## src/rtl/keypad_pkg.sv

```systemverilog
// Shared definitions for the 4x4 keypad: scanner state encoding, matrix
// dimensions and the row/column to hex key map (also used by the display path).
package keypad_pkg;

    localparam int NUM_ROWS = 4;
    localparam int NUM_COLS = 4;

    typedef enum logic {
        SCAN = 1'b0,
        HOLD = 1'b1
    } scan_state_e;

    // Physical layout of the keypad, indexed [row][col]
    localparam logic [3:0] KEY_MAP [NUM_ROWS][NUM_COLS] = '{
        '{4'h1, 4'h2, 4'h3, 4'hA},
        '{4'h4, 4'h5, 4'h6, 4'hB},
        '{4'h7, 4'h8, 4'h9, 4'hC},
        '{4'hE, 4'h0, 4'hF, 4'hD}
    };

    // Index of the lowest-numbered active-low row; 0 when none is low
    function automatic logic [1:0] lowest_low_row(input logic [NUM_ROWS-1:0] rows);
        logic [1:0] idx;
        idx = 2'd0;
        for (int i = NUM_ROWS - 1; i >= 0; i--) begin
            if (!rows[i]) begin
                idx = 2'(i);
            end
        end
        return idx;
    endfunction

endpackage

```

## src/rtl/keypad_scanner_if.sv

```systemverilog
// Pin-level and result signals of the keypad scanner. The scanner is the
// master (drives columns and results); the keypad/consumer side is the slave.
interface keypad_scanner_if;
    import keypad_pkg::*;

    logic [NUM_ROWS-1:0] rows;
    logic [NUM_COLS-1:0] cols;
    logic [3:0]          key_code;
    logic                key_pressed;

    modport master (
        input  rows,
        output cols,
        output key_code,
        output key_pressed
    );

    modport slave (
        output rows,
        input  cols,
        input  key_code,
        input  key_pressed
    );

endinterface

```

## src/rtl/sync_2ff.sv

```systemverilog
// Two-flop synchroniser for asynchronous inputs. Reset value is a parameter so
// active-low inputs such as keypad rows can reset to their idle (all-ones) level.
module sync_2ff #(
    parameter int               WIDTH     = 4,
    parameter logic [WIDTH-1:0] RESET_VAL = '1
) (
    input  logic             clk,
    input  logic             reset,
    input  logic [WIDTH-1:0] d,
    output logic [WIDTH-1:0] q
);

    logic [WIDTH-1:0] meta;

    // Two register stages to settle metastability before the value is used
    always_ff @(posedge clk) begin
        if (reset) begin
            meta <= RESET_VAL;
            q    <= RESET_VAL;
        end else begin
            meta <= d;
            q    <= meta;
        end
    end

endmodule

```

## src/rtl/keypad_scanner.sv

```systemverilog
// Column-scan controller for the 4x4 matrix keypad. Drives one column low at a
// time, samples the synchronised rows at the end of each column dwell and
// latches the first key found. Bounce filtering is left to the downstream
// debouncer. SCAN_DIV must be at least 4.
module keypad_scanner
    import keypad_pkg::*;
#(
    parameter int SCAN_DIV = 4800
) (
    input  logic              clk,
    input  logic              reset,
    keypad_scanner_if.master  kif
);

    localparam int              DIV_W    = (SCAN_DIV > 1) ? $clog2(SCAN_DIV) : 1;
    localparam logic [DIV_W-1:0] DIV_LAST = DIV_W'(SCAN_DIV - 1);

    logic [NUM_ROWS-1:0] rows_s;

    scan_state_e         state_q, state_d;
    logic [DIV_W-1:0]    div_q, div_d;
    logic [1:0]          col_q, col_d;
    logic [1:0]          row_q, row_d;
    logic [3:0]          code_q, code_d;
    logic                pressed_q, pressed_d;

    logic                terminal;
    logic                any_low;
    logic                released;
    logic [1:0]          low_row;

    sync_2ff #(
        .WIDTH     (NUM_ROWS),
        .RESET_VAL ({NUM_ROWS{1'b1}})
    ) u_row_sync (
        .clk   (clk),
        .reset (reset),
        .d     (kif.rows),
        .q     (rows_s)
    );

    assign terminal = (div_q == DIV_LAST);
    assign any_low  = ~&rows_s;
    assign released = rows_s[row_q];
    assign low_row  = lowest_low_row(rows_s);

    // State register
    always_ff @(posedge clk) begin
        if (reset) begin
            state_q <= SCAN;
        end else begin
            state_q <= state_d;
        end
    end

    // Next state: enter HOLD when the dwell ends with a row low, leave it when the latched row returns high
    always_comb begin
        state_d = state_q;
        case (state_q)
            SCAN: begin
                if (terminal && any_low) begin
                    state_d = HOLD;
                end
            end
            HOLD: begin
                if (released) begin
                    state_d = SCAN;
                end
            end
            default: state_d = SCAN;
        endcase
    end

    // Next values of divider, column, latched row and the registered outputs
    always_comb begin
        div_d     = div_q;
        col_d     = col_q;
        row_d     = row_q;
        code_d    = code_q;
        pressed_d = pressed_q;
        case (state_q)
            SCAN: begin
                if (terminal) begin
                    div_d = '0;
                    if (any_low) begin
                        row_d     = low_row;
                        code_d    = KEY_MAP[low_row][col_q];
                        pressed_d = 1'b1;
                    end else begin
                        col_d = col_q + 2'd1;
                    end
                end else begin
                    div_d = div_q + DIV_W'(1);
                end
            end
            HOLD: begin
                div_d = '0;
                if (released) begin
                    pressed_d = 1'b0;
                    col_d     = col_q + 2'd1;
                end
            end
            default: begin
                div_d = '0;
            end
        endcase
    end

    // Datapath and output registers
    always_ff @(posedge clk) begin
        if (reset) begin
            div_q     <= '0;
            col_q     <= 2'd0;
            row_q     <= 2'd0;
            code_q    <= 4'h0;
            pressed_q <= 1'b0;
        end else begin
            div_q     <= div_d;
            col_q     <= col_d;
            row_q     <= row_d;
            code_q    <= code_d;
            pressed_q <= pressed_d;
        end
    end

    assign kif.cols        = ~(4'b0001 << col_q);
    assign kif.key_code    = code_q;
    assign kif.key_pressed = pressed_q;

endmodule

```

## src/flat_wrapper.sv

```systemverilog
// flat-port wrapper written by rule: the top's interface ports become plain ports
module keypad_scanner_flat import keypad_pkg::*;
#(
    parameter int SCAN_DIV = 4800
)
  (clk, reset, kif_rows, kif_cols, kif_key_code, kif_key_pressed);
  keypad_scanner_if kif_i ();
  input  logic clk;
  input  logic reset;
  input wire logic [$bits(kif_i.rows)-1:0] kif_rows;
  output wire logic [$bits(kif_i.cols)-1:0] kif_cols;
  output wire logic [$bits(kif_i.key_code)-1:0] kif_key_code;
  output wire logic [$bits(kif_i.key_pressed)-1:0] kif_key_pressed;
  assign kif_i.rows = kif_rows;
  assign kif_cols = kif_i.cols;
  assign kif_key_code = kif_i.key_code;
  assign kif_key_pressed = kif_i.key_pressed;
  keypad_scanner #(.SCAN_DIV(SCAN_DIV)) u_core (.clk(clk), .reset(reset), .kif(kif_i));
endmodule
```

## config.mk

```make
export PLATFORM = sky130hd
export DESIGN_NAME = keypad_scanner_flat
export DESIGN_NICKNAME = d
export VERILOG_FILES = /design/src/rtl/keypad_pkg.sv /design/src/rtl/keypad_scanner_if.sv /design/src/rtl/sync_2ff.sv /design/src/rtl/keypad_scanner.sv /design/src/flat_wrapper.sv
export SDC_FILE = /design/constraint.sdc
export NUM_CORES = 1
export LEC_CHECK = 0
export ABC_AREA = 1
export CAP_MARGIN = 10
export CELL_PAD_IN_SITES_DETAIL_PLACEMENT = 1
export CELL_PAD_IN_SITES_GLOBAL_PLACEMENT = 2
export CORE_MARGIN = 1.5
export CORE_UTILIZATION = 35
export CTS_CLUSTER_DIAMETER = 60
export CTS_CLUSTER_SIZE = 14
export DETAILED_ROUTE_END_ITERATION = 6
export DONT_BUFFER_PORTS = 1
export PLACE_DENSITY_LB_ADDON = 0.05
export SYNTH_ARGS = -nofsm -noshare
export SYNTH_HDL_FRONTEND = slang
export SYNTH_HIERARCHICAL = 1
export SYNTH_SLANG_ARGS = --single-unit
```

## constraint.sdc

```tcl
create_clock -name clk -period 1.95 [get_ports clk]
set_clock_uncertainty 0.05 [all_clocks]
set_input_delay 0.2925 -clock clk [delete_from_list [all_inputs] [get_ports clk]]
set_output_delay 0.2925 -clock clk [all_outputs]
set_load 0.02 [all_outputs]
```

# Word level (Yosys, flattened, before mapping)
# Cells that the tools add are included.
word_totals:
  elab_cells: 55
  input_bits: 6
  regBits: 31
  out_inout_bits: 9
classes:
  shifts: 1
  eq_ne: 5
  n_addsub: 2
  magnitude_cmp: 3
  mux: 25
  bitwise: 5
  n_reduce_logical: 6
ops:
  columns: ["operator", "count"]
  rows:
  - ["binary-select mux 16 bit (select 2 bit)", 1]
  - ["2-to-1 mux 16 bit", 2]
  - ["case mux 13 bit (2 select lines)", 1]
  - ["2-to-1 mux 2 bit", 7]
  - ["adder 13 x 1 -> 13 bit (second input constant)", 1]
  - ["equality test 13 bit (second input constant)", 1]
  - ["2-to-1 mux 13 bit", 1]
  - ["AND reduction 3 bit", 3]
  - ["binary-select mux 4 bit (select 2 bit)", 1]
  - ["2-to-1 mux 4 bit", 2]
  - [">= comparator 3 bit (second input constant)", 2]
  - ["2-to-1 mux 1 bit", 6]
  - ["NOT 2 -> 3 bit", 2]
  - ["inequality test 2 x 1 -> 1 bit (second input constant)", 2]
  - ["inequality test 2 bit (second input constant)", 2]
  - ["NOT 4 bit", 1]
  - ["case mux 1 bit (2 select lines)", 2]
  - ["case mux 2 bit (2 select lines)", 1]
  - ["AND reduction 4 bit", 1]
  - ["left shift 1 x 2 -> 4 bit (first input constant)", 1]
  - ["< comparator 2 x 3 -> 1 bit (second input constant)", 1]
  - ["adder 2 x 1 -> 2 bit (second input constant)", 1]
  - ["binary-select mux 1 bit (select 2 bit)", 1]
  - ["NOT 1 bit", 2]
  - ["other kinds (2)", 2]

# Logic depth before layout (Yosys ltp)
# Gate-level depths: netlist (run 1).
depth:
  depth_word: 11
  ltp_mapped: 9

# Cells and area by module
# Netlist (run 1), hierarchy kept.
by_module_without_submodules:
  columns: ["module", "cells_per_inst", "area_each_um2", "instances"]
  rows:
  - ["keypad_scanner", 184, 1271.2, 1]
  - ["sync_2ff", 25, 224.0, 1]

# Worst setup path after synthesis (run 1)
# Ideal clock, no wire load.
synth_timing:
  kind: "register -> register"
  from: "register u_core.div_q[0]"
  to: "register u_core.div_q[9]"
  arrival_time_ns: 1.222
  setup_ns: 0.122
  stages_incl_launch_ff: 8
  period_less_slack_ns: 1.394
  required_time_ns: 1.778
  n_path_buf: 1
  slack_ns: 0.556
  path_cell_list: "dfxtp_1 -> ha_1 -> nand3_2 -> nor2_4 -> nand3_4 -> nand3_1 -> buf_4 -> nor3b_2"
synth_via:
  elab_chain_len: 3
  elab_cells_between_ends: 4
synth_rtl:
  columns: ["item", "line", "source"]
  rows:
  - ["start: declaration", "keypad_scanner.sv:21", "logic [DIV_W-1:0] div_q, div_d;"]
  - ["start signal: assignment", "keypad_scanner.sv:118", "div_q <= div_d;"]
  - ["adder 13 x 1 -> 13 bit / equality test 13 bit (equally long branches)", "keypad_scanner.sv:93, keypad_scanner.sv:42", null]
  - ["2-to-1 mux 13 bit (*)", "keypad_scanner.sv:83", "if (terminal) begin"]
  - ["case mux 13 bit (2 select lines) (*)", "keypad_scanner.sv:81", "case (state_q)"]
# Mark *: on every way between the ends. The rest lies on a longest branch, timed or not.
# A chain may end at the register's enable or synchronous reset.

# Final worst setup path (run 1)
layout_timing:
  from: "register u_core.div_q[0]"
  to: "register u_core.div_q[2]"
# The elaborated chain is that of the path after synthesis.

==> impl_metrics.env, run 1 <==
export IMPL_grt_pass1_vias=1154
export IMPL_peakVddDrop_v=0.000416
export IMPL_cts_hold_buf=0
export IMPL_clk_pin_slew_ns=0.06
export IMPL_stdcell_count=267
export IMPL_dr_pass1_iters=4
export IMPL_clock_fmax_mhz=609
export IMPL_wl_um=3060
export IMPL_cts_tree="done"
export IMPL_place_congestion=0.740
export IMPL_critPathMaxStageDelay_ns=0.35
export IMPL_vias=1212
export IMPL_clk_latency_ns=0.27
export IMPL_synthesis_nets=220
export IMPL_critPathCaptureType="flip-flop"
export IMPL_path_cells="ha_1 > nand3_2 > nor2_4 > nand3_4 > nand3_1 > buf_4 > nor2_1"
export IMPL_crit_type="flip-flop to flip-flop"
export IMPL_ys_types=24
export IMPL_slew_headroom_pct=80.7
export IMPL_grt_max_degree=10
export IMPL_r2r_start="u_core/div_q[0]"
export IMPL_fp_dieH_um=68.4
export IMPL_ys_seq_elements=31
export IMPL_p_leak_uw=0.000778
export IMPL_critPathTopFamily="simple AND/OR/NAND/NOR gates"
export IMPL_yosys_warnings=6
export IMPL_r2r_end="u_core/div_q[2]"
export IMPL_grt_use_total_pct=15.6
export IMPL_postCtsSetupBuffers=0
export IMPL_first_iter_violations=49
export IMPL_overflow=0
export IMPL_layout_drive_gt1_share_pct=8.29
export IMPL_rows=23
export IMPL_core_area_sq_mm=0.00406
export IMPL_wl_per_cell_um=11.5
export IMPL_vias_per_cell=4.54
export IMPL_rsz0062_at_grt="false"
export IMPL_hp_start="reset"
export IMPL_ys_seq_area_share_pct=41.5
export IMPL_hold_depth=1
export IMPL_cts_resized=0
export IMPL_avgSynthCellArea_sq_um=7.15
export IMPL_grt_pass1_wl_um=5240
export IMPL_setup_viol=0
export IMPL_reg2reg_depth=7
export IMPL_cts_max_level=2
export IMPL_min_period_ns=1.64
export IMPL_clkSinkCount=31
export IMPL_ios=15
export IMPL_cts_buffers=5
export IMPL_maxCapViolCount=0
export IMPL_path_max_fanout=8
export IMPL_die_w_um=68.4
export IMPL_root_buffer="clkbuf_8"
export IMPL_fin_setup_tns_ns=0
export IMPL_maxSlewViolCount=0
export IMPL_hold_path_class="input port to flip-flop"
export IMPL_ant_nets=0
export IMPL_holdPathEnd="u_core/kif.key_code[3]"
export IMPL_ctsLongestPathBuffers=2
export IMPL_cp_data_required_time_ns=2.07
export IMPL_dp_hpwl_um=2420
export IMPL_path_buf_inv=1
export IMPL_worst_slew_pin_slew_ns=0.288
export IMPL_power_density_mw_per_mm2=727
export IMPL_hold_viol_final=0
export IMPL_diodes=0
export IMPL_netlist_area_sq_mm=0.00150
export IMPL_initial_utilization_pct=36.8
export IMPL_numPortBuffers=0
export IMPL_rrSetupSlack_ns=0.31
export IMPL_area_growth_pct=9.62
export IMPL_post_route_drc_count=0
export IMPL_place_ws_ns=0.305
export IMPL_setup_slack_ns=0.308
export IMPL_slowest_stage="dfxtp_1"
export IMPL_dieArea_sq_mm=0.00467
export IMPL_status="finished, final reports clean"
export IMPL_worstPathArrival_ns=1.76
export IMPL_antenna_found_initial=0
export IMPL_period_share_pct=84.2
export IMPL_synthCells=209
export IMPL_finalNetCount=227
export IMPL_dp_cells=259
export IMPL_cp_start_kind="flip-flop"
==> state kept, by name, indices dropped and copies added, names as in the netlist <==
| signal | count |
|---|---|
| u_core/kif.key_pressed | 1 |
| u_core/u_row_sync/meta | 4 |
| u_core/state_q | 1 |
| u_core/div_q | 13 |
| u_core/row_q | 2 |
| u_core/col_q | 2 |
| u_core/kif.key_code | 4 |
| u_core/u_row_sync/q | 4 |
==> worst reg2reg max path: stages (launching register included) <==
cell,delay (ns)
dfxtp_1,0.35
ha_1,0.25
nand3_2,0.15
nor2_4,0.16
nand3_4,0.12
nand3_1,0.19
buf_4,0.20
nor2_1,0.05
==> cell usage in the layout, fill, tap and decap left out, types with 2 or more instances in the layout <==
master,count
nand2_1,47
inv_1,41
dfxtp_1,31
nor2_1,27
nand3_1,14
o21ai_0,10
a21oi_1,8
xor2_1,6
clkbuf_8,5
ha_1,5
nor3_1,4
clkbuf_1,2
nand3_2,2
or2_2,2
==> stage by stage <==
step	power [uW]	util, %	cell area [sq um]	hold slack, ns
floorplan	716	-	1500	0.305
global placement	727	38.4	1560	0.307
detailed placement	731	38.4	1560	0.308
CTS	1220	40.4	1640	0.00676
global route	1260	40.4	1640	0.0114
finish	1190	40.4	1640	0.0227
==> area by class of cell <==
cell class                 count  area, sq um
fill                         534         2420
multi-input combinational    135          709
sequential                    31          621
inverter                      42          158
clock buffer                   7         76.3
tap                           50         62.6
timing repair buffer           1         7.51
clock inverter                 1         5.00
==> how the worst max path moves through the flow <==
| stage | to | depth (start not counted) | from |
|---|---|---|---|
| floorplan | u_core/div_q[9] | 7 | u_core/div_q[0] |
| CTS | u_core/div_q[2] | 7 | u_core/div_q[0] |
| global placement | u_core/div_q[7] | 7 | u_core/div_q[0] |
| finish | u_core/div_q[2] | 7 | u_core/div_q[0] |
| global route | u_core/div_q[7] | 7 | u_core/div_q[0] |
| detailed placement | u_core/div_q[2] | 7 | u_core/div_q[0] |
==> cell usage after synthesis <==
library cell  number  area, sq um
a21oi_2            1         8.76
inv_2              1         3.75
nand3_2            2         20.0
o21ai_0           10         50.1
nor2_1            27          101
xor2_1             6         52.6
xnor2_1            1         8.76
nand2_2            1         6.26
nand3_1           14         70.1
o211ai_1           1         7.51
inv_1             41          154
buf_4              1         7.51
a21oi_1            8         40.0
or2_2              2         12.5
o21ai_1            1         5.00
nand3_4            1         17.5
nor3b_2            1         12.5
dfxtp_1           31          621
nor2_4             1         11.3
nand2_1           47          176
nor3_1             4         20.0
ha_1               5         62.6
nor2_8             1         20.0
nand4_1            1         6.26
==> layer usage <==
metal | share of wire [%] | wire length (um) | vias to the layer above | track usage, %
li1 | - | - | 649 | -
met1 | 53 | 1610 | 539 | 20.6
met2 | 42 | 1280 | 22 | 23.2
met3 | 4.6 | 141 | 2 | 5.59
met4 | 0.85 | 26 | 0 | 6.00
met5 | 0 | 0 | - | 0
==> cell families (layout without fill, tap and decap cells) <==
logic type / Yosys count / count (layout) / share of synthesized area (%)
AO/OA/AOI/OAI: 21 / 21 / 7.45
XOR/XNOR: 7 / 7 / 4.10
adder cells (fa/ha/maj): 5 / 5 / 4.18
buffers and inverters: 43 / 51 / 11.0
flip-flops: 31 / 31 / 41.5
AND/OR/NAND/NOR: 102 / 102 / 31.7
==> power by group <==
part / leakage (uW) / internal, uW / switching [uW]
combinational: 0.000484 / 19.3 / 42.5
clock: 0.0000422 / 250 / 226
sequential: 0.000252 / 646 / 7.79
total: 0.000778 / 916 / 276
No activity file was read; power rests on OpenSTA's default activity.
==> run 2: changes to the inputs <==
--- a/config.mk
+++ b/config.mk
@@ -10,7 +10,7 @@
 export CELL_PAD_IN_SITES_DETAIL_PLACEMENT = 1
 export CELL_PAD_IN_SITES_GLOBAL_PLACEMENT = 2
 export CORE_MARGIN = 1.5
-export CORE_UTILIZATION = 35
+export CORE_UTILIZATION = 31
 export CTS_CLUSTER_DIAMETER = 60
 export CTS_CLUSTER_SIZE = 14
 export DETAILED_ROUTE_END_ITERATION = 6
==> constraint.sdc (replaced) <==
create_clock -name clk -period 1.45 [get_ports clk]
set_clock_uncertainty 0.05 [all_clocks]
set_input_delay 0.2175 -clock clk [delete_from_list [all_inputs] [get_ports clk]]
set_output_delay 0.2175 -clock clk [all_outputs]
set_load 0.02 [all_outputs]
==> run 2 against run 1 <==
Compared with the run above: combinational power up 88%; sequential cell count is the same; sequential power grew 35%; register-to-register slack worse by 0.22 ns; hold slack got worse by 0.0058 ns; critical endpoint is now kif_cols[3].
==> impl_metrics.env, run 2 (synthesis gave the netlist of run 1 again) <==
export IMPL_peakVddDrop_v=0.000477
export IMPL_ctsLongestPathBuffers=2
export IMPL_p_leak_uw=0.000910
export IMPL_area_growth_pct=27.9
export IMPL_largest_register_ffs=13
export IMPL_rsz0062_at_grt="true"
export IMPL_regMostFlops="u_core/div_q"
export IMPL_place_congestion=0.749
export IMPL_grt_pass1_wl_um=6090
export IMPL_place_area_sq_mm=0.00166
export IMPL_worst_slew_pin_slew_ns=0.261
export IMPL_cts_buffers=5
export IMPL_cp_data_required_time_ns=1.18
export IMPL_ant_nets=0
export IMPL_design_area_sq_mm=0.00191
export IMPL_cts_tree="done"
export IMPL_vias=1350
export IMPL_r2r_start="u_core/div_q[1]"
export IMPL_hold_viol_final=0
export IMPL_wl_um=3620
export IMPL_hold_depth=2
export IMPL_grt_pass1_vias=1336
export IMPL_reg2reg_depth=8
export IMPL_dr_pass1_iters=4
export IMPL_core_area_sq_mm=0.00469
export IMPL_final_cell_mix="nand2_1 (46), inv_1 (39), dfxtp_1 (27)"
export IMPL_die_w_um=72.5
export IMPL_min_period_ns=1.37
export IMPL_numPortBuffers=0
export IMPL_cp_start_kind="flip-flop"
export IMPL_vias_per_cell=4.59
export IMPL_post_route_drc_count=0
export IMPL_stdcell_count=294
export IMPL_clkSinkCount=31
export IMPL_initial_utilization_pct=31.9
export IMPL_wl_per_cell_um=12.3
export IMPL_clock_fmax_mhz=732
export IMPL_grt_max_degree=11
export IMPL_rrSetupSlack_ns=0.09
export IMPL_period_share_pct=94.3
export IMPL_path_max_fanout=6
export IMPL_grt_use_total_pct=15.5
export IMPL_dieArea_sq_mm=0.00525
export IMPL_mostFrequentLayoutCell="nand2_1"
export IMPL_first_iter_violations=44
export IMPL_cts_max_level=2
export IMPL_maxSlewViolCount=0
export IMPL_dp_hpwl_um=2780
export IMPL_maxCapViolCount=0
export IMPL_power_density_mw_per_mm2=984
export IMPL_hp_start="reset"
export IMPL_rows=25
export IMPL_r2r_end="u_core/div_q[10]"
export IMPL_fp_dieH_um=72.5
export IMPL_crit_type="flip-flop to output pin"
export IMPL_clk_latency_ns=0.28
export IMPL_clk_pin_slew_ns=0.06
export IMPL_critPathCaptureType="output pin"
export IMPL_antenna_found_initial=0
export IMPL_setup_viol=0
export IMPL_ios=15
export IMPL_overflow=0
export IMPL_slew_headroom_pct=82.6
export IMPL_hold_path_class="input port to flip-flop"
export IMPL_finalNetCount=250
export IMPL_status="finished, final reports clean"
export IMPL_root_buffer="clkbuf_8"
export IMPL_holdPathEnd="u_core/u_row_sync/meta[1]"
export IMPL_worstPathArrival_ns=1.10
export IMPL_diodes=0
export IMPL_dp_cells=276
export IMPL_layout_drive_gt1_share_pct=20.8
==> run 2: where the power goes <==
part           switching (uW)  internal (uW)  leakage [uW]
registers                12.2            871      0.000253
clock network             327            555     0.0000612
logic                    66.7           49.6      0.000596
total                     406           1480      0.000910
==> run 2: metrics by stage <==
step                TNS [ns]  hold WS (ns)  setup WS (ns)  util [%]  total power [uW]
finish                     0        0.0169         0.0832      40.8              1880
global route         -0.0893        0.0238        -0.0399      40.8              1960
CTS                        0        0.0157         0.0256      40.1              1910
detailed placement     -1.29         0.237         -0.116      35.4               995
global placement     -0.0695         0.237        -0.0175      35.4               988
floorplan                  0         0.230         0.0562         -               962
==> run 2: routing by layer <==
layer / routed length [um] / share of wire (%) / track usage, %
met2: 1650 / 46 / 23.9
met3: 118 / 3.3 / 4.72
met5: 0 / 0 / 0
met1: 1790 / 49 / 19.9
met4: 59 / 1.6 / 6.92
==> run 2: repair_timing <==
action / 4_1_cts / 5_1_grt
resized for setup: 7 / 8
endpoints found under the hold margin: 5 / 0
hold buffers: 5 / 0
endpoints found under the setup margin: 20 / 8
cloned: 0 / 0
pin swaps: 4 / 6
buffers inserted: 3 / 2
==> run 2: final cells by class <==
type / instances / area [sq um]
clock buffer: 6 / 82.6
clock inverter: 2 / 35.0
fill: 583 / 2780
inverter: 42 / 158
multi-input combinational: 135 / 748
sequential: 31 / 626
tap: 54 / 67.6
timing repair buffer: 24 / 196
==> run 2: how the worst max path moves through the flow <==
| stage | start | end | cells past startpoint |
|---|---|---|---|
| 2_1_floorplan | u_core/div_q[0] | u_core/div_q[9] | 7 |
| 3_3_place_gp | u_core/div_q[0] | u_core/div_q[9] | 7 |
| 3_5_place_dp | u_core/div_q[1] | u_core/div_q[9] | 7 |
| 4_1_cts | u_core/div_q[0] | u_core/kif.key_code[1] | 8 |
| 5_1_grt | u_core/div_q[1] | u_core/row_q[1] | 6 |
| 6_report | u_core/col_q[0] | kif_cols[3] | 3 |
==> run 2: worst max-delay path, stage by stage (launching register included) <==
cell,delay [ns]
dfxtp_1,0.31
buf_4,0.16
ha_1,0.20
inv_1,0.15
==> run 3: changes to the inputs <==
--- a/config.mk
+++ b/config.mk
@@ -10,7 +10,7 @@
 export CELL_PAD_IN_SITES_DETAIL_PLACEMENT = 1
 export CELL_PAD_IN_SITES_GLOBAL_PLACEMENT = 2
 export CORE_MARGIN = 1.5
-export CORE_UTILIZATION = 31
+export CORE_UTILIZATION = 37
 export CTS_CLUSTER_DIAMETER = 60
 export CTS_CLUSTER_SIZE = 14
 export DETAILED_ROUTE_END_ITERATION = 6
==> constraint.sdc (replaced) <==
create_clock -name clk -period 1.7 [get_ports clk]
set_clock_uncertainty 0.05 [all_clocks]
set_input_delay 0.255 -clock clk [delete_from_list [all_inputs] [get_ports clk]]
set_output_delay 0.255 -clock clk [all_outputs]
set_load 0.02 [all_outputs]
==> run 3 against run 2 <==
Compared with the run above: wire length is 14% lower; sequential power is 15% lower; critical path type unchanged; critical path depth stayed put; via count is 7.9% lower; sequential share of layout area is 4.5 points higher; worst setup slack better by 0.0036 ns; cell count is 9.5% lower; register-to-register slack better by 0.06 ns; power is 23% lower; first-iteration DRC count is 6.8% lower; combinational power is 37% lower; hold slack better by 0.0052 ns.
==> impl_metrics.env, run 3 (synthesis gave the netlist of run 1 again) <==
export IMPL_setup_viol=0
export IMPL_hold_viol_final=0
export IMPL_clk_latency_ns=0.28
export IMPL_design_area_sq_mm=0.00167
export IMPL_worstPathArrival_ns=1.31
export IMPL_initial_utilization_pct=39.6
export IMPL_clk_pin_slew_ns=0.06
export IMPL_path_buf_inv=2
export IMPL_diodes=0
export IMPL_rsz0062_at_grt="false"
export IMPL_cp_start_kind="flip-flop"
export IMPL_power_density_mw_per_mm2=870
export IMPL_crit_type="flip-flop to output pin"
export IMPL_area_growth_pct=11.5
export IMPL_antenna_found_initial=0
export IMPL_first_iter_violations=41
export IMPL_ctsLongestPathBuffers=2
export IMPL_vias_per_cell=4.67
export IMPL_clock_fmax_mhz=620
export IMPL_grt_use_total_pct=16.9
export IMPL_period_share_pct=94.9
export IMPL_mostFrequentLayoutCell="nand2_1"
export IMPL_overflow=0
export IMPL_ios=15
export IMPL_finalNetCount=228
export IMPL_place_congestion=0.769
export IMPL_grt_pass1_wl_um=5690
export IMPL_post_route_drc_count=0
export IMPL_final_cell_mix="nand2_1 (47), inv_1 (41), dfxtp_1 (31)"
export IMPL_rows=22
export IMPL_worst_slew_pin_slew_ns=0.288
export IMPL_status="finished, final reports clean"
export IMPL_dp_hpwl_um=2490
export IMPL_ant_nets=0
export IMPL_dieArea_sq_mm=0.00443
export IMPL_path_max_fanout=7
export IMPL_grt_pass1_vias=1293
export IMPL_slowest_stage="dfxtp_1"
export IMPL_fin_setup_tns_ns=0
export IMPL_maxSlewViolCount=0
export IMPL_die_w_um=66.6
export IMPL_cp_data_required_time_ns=1.39
export IMPL_p_leak_uw=0.000788
export IMPL_wl_um=3110
export IMPL_cts_max_level=2
export IMPL_min_period_ns=1.61
export IMPL_numPortBuffers=0
export IMPL_vias=1243
export IMPL_hold_path_class="input port to flip-flop"
export IMPL_clkSinkCount=31
export IMPL_path_cells="inv_1 > ha_1 > inv_1"
export IMPL_largest_register_ffs=13
export IMPL_cts_tree="done"
export IMPL_postCtsSetupBuffers=0
export IMPL_critPathTopFamily="flip-flops"
export IMPL_core_area_sq_mm=0.00377
export IMPL_layout_drive_gt1_share_pct=9.17
export IMPL_critPathMaxStageDelay_ns=0.47
export IMPL_wl_per_cell_um=11.7
export IMPL_slew_headroom_pct=80.8
export IMPL_maxCapViolCount=0
export IMPL_cts_buffers=5
export IMPL_fp_dieH_um=66.6
export IMPL_critPathCaptureType="output pin"
export IMPL_regMostFlops="u_core/div_q"
export IMPL_root_buffer="clkbuf_8"
export IMPL_peakVddDrop_v=0.000472
export IMPL_grt_max_degree=11
export IMPL_cp_common_cell="inv_1"
export IMPL_dr_pass1_iters=4
export IMPL_place_area_sq_mm=0.00156
==> run 3: path summary, 6_finish.rpt <==
kind | depth (start not counted) | from | endpoint | slack, ns
setup / recovery | 3 | u_core/col_q[0] | kif_cols[2] | 0.09
hold / removal | 2 | kif_rows[0] | u_core/u_row_sync/meta[0] | 0.02
setup reg to reg | 8 | u_core/div_q[0] | u_core/kif.key_code[1] | 0.15
hold reg to reg | 2 | u_core/u_row_sync/meta[2] | u_core/u_row_sync/q[2] | 0.35
==> run 3: metal layers <==
metal	share of wire, %	global-route usage [%]
met1	51	20.7
met4	0.77	4.59
met2	45	28.2
met3	3.8	5.57
met5	0	0
==> run 3: report_power, final <==
group          internal, uW  total, uW  switching, uW
Sequential              741        751           9.35
Combinational          24.2       73.2           49.0
Clock                   369        628            259
Total                  1130       1450            317
==> run 3: layout make-up <==
class                           count  area, sq um
Inverter                           42          158
Clock buffer                        8          100
Fill cell                         499         2100
Timing Repair Buffer                2         17.5
Tap cell                           48         60.1
Sequential cell                    31          621
Multi-Input combinational cell    135          712
==> run 3: metrics by stage <==
step	instances	hold WS, ns	total power [uW]	setup WS [ns]	util [%]
2_1_floorplan	209	0.267	821	0.306	-
3_3_place_gp	257	0.269	834	0.201	41.2
3_5_place_dp	257	0.271	838	0.101	41.2
4_1_cts	266	0.0134	1470	0.0728	44.2
5_1_grt	266	0.0182	1530	0.00828	44.2
6_report	266	0.0221	1450	0.0868	44.2
==> run 3: repair_timing <==
| action | in CTS | in global routing |
|---|---|---|
| hold endpoints to repair | 1 | 0 |
| setup endpoints to repair | 0 | 3 |
| hold buffers | 1 | 0 |
| gates resized for setup | 0 | 1 |
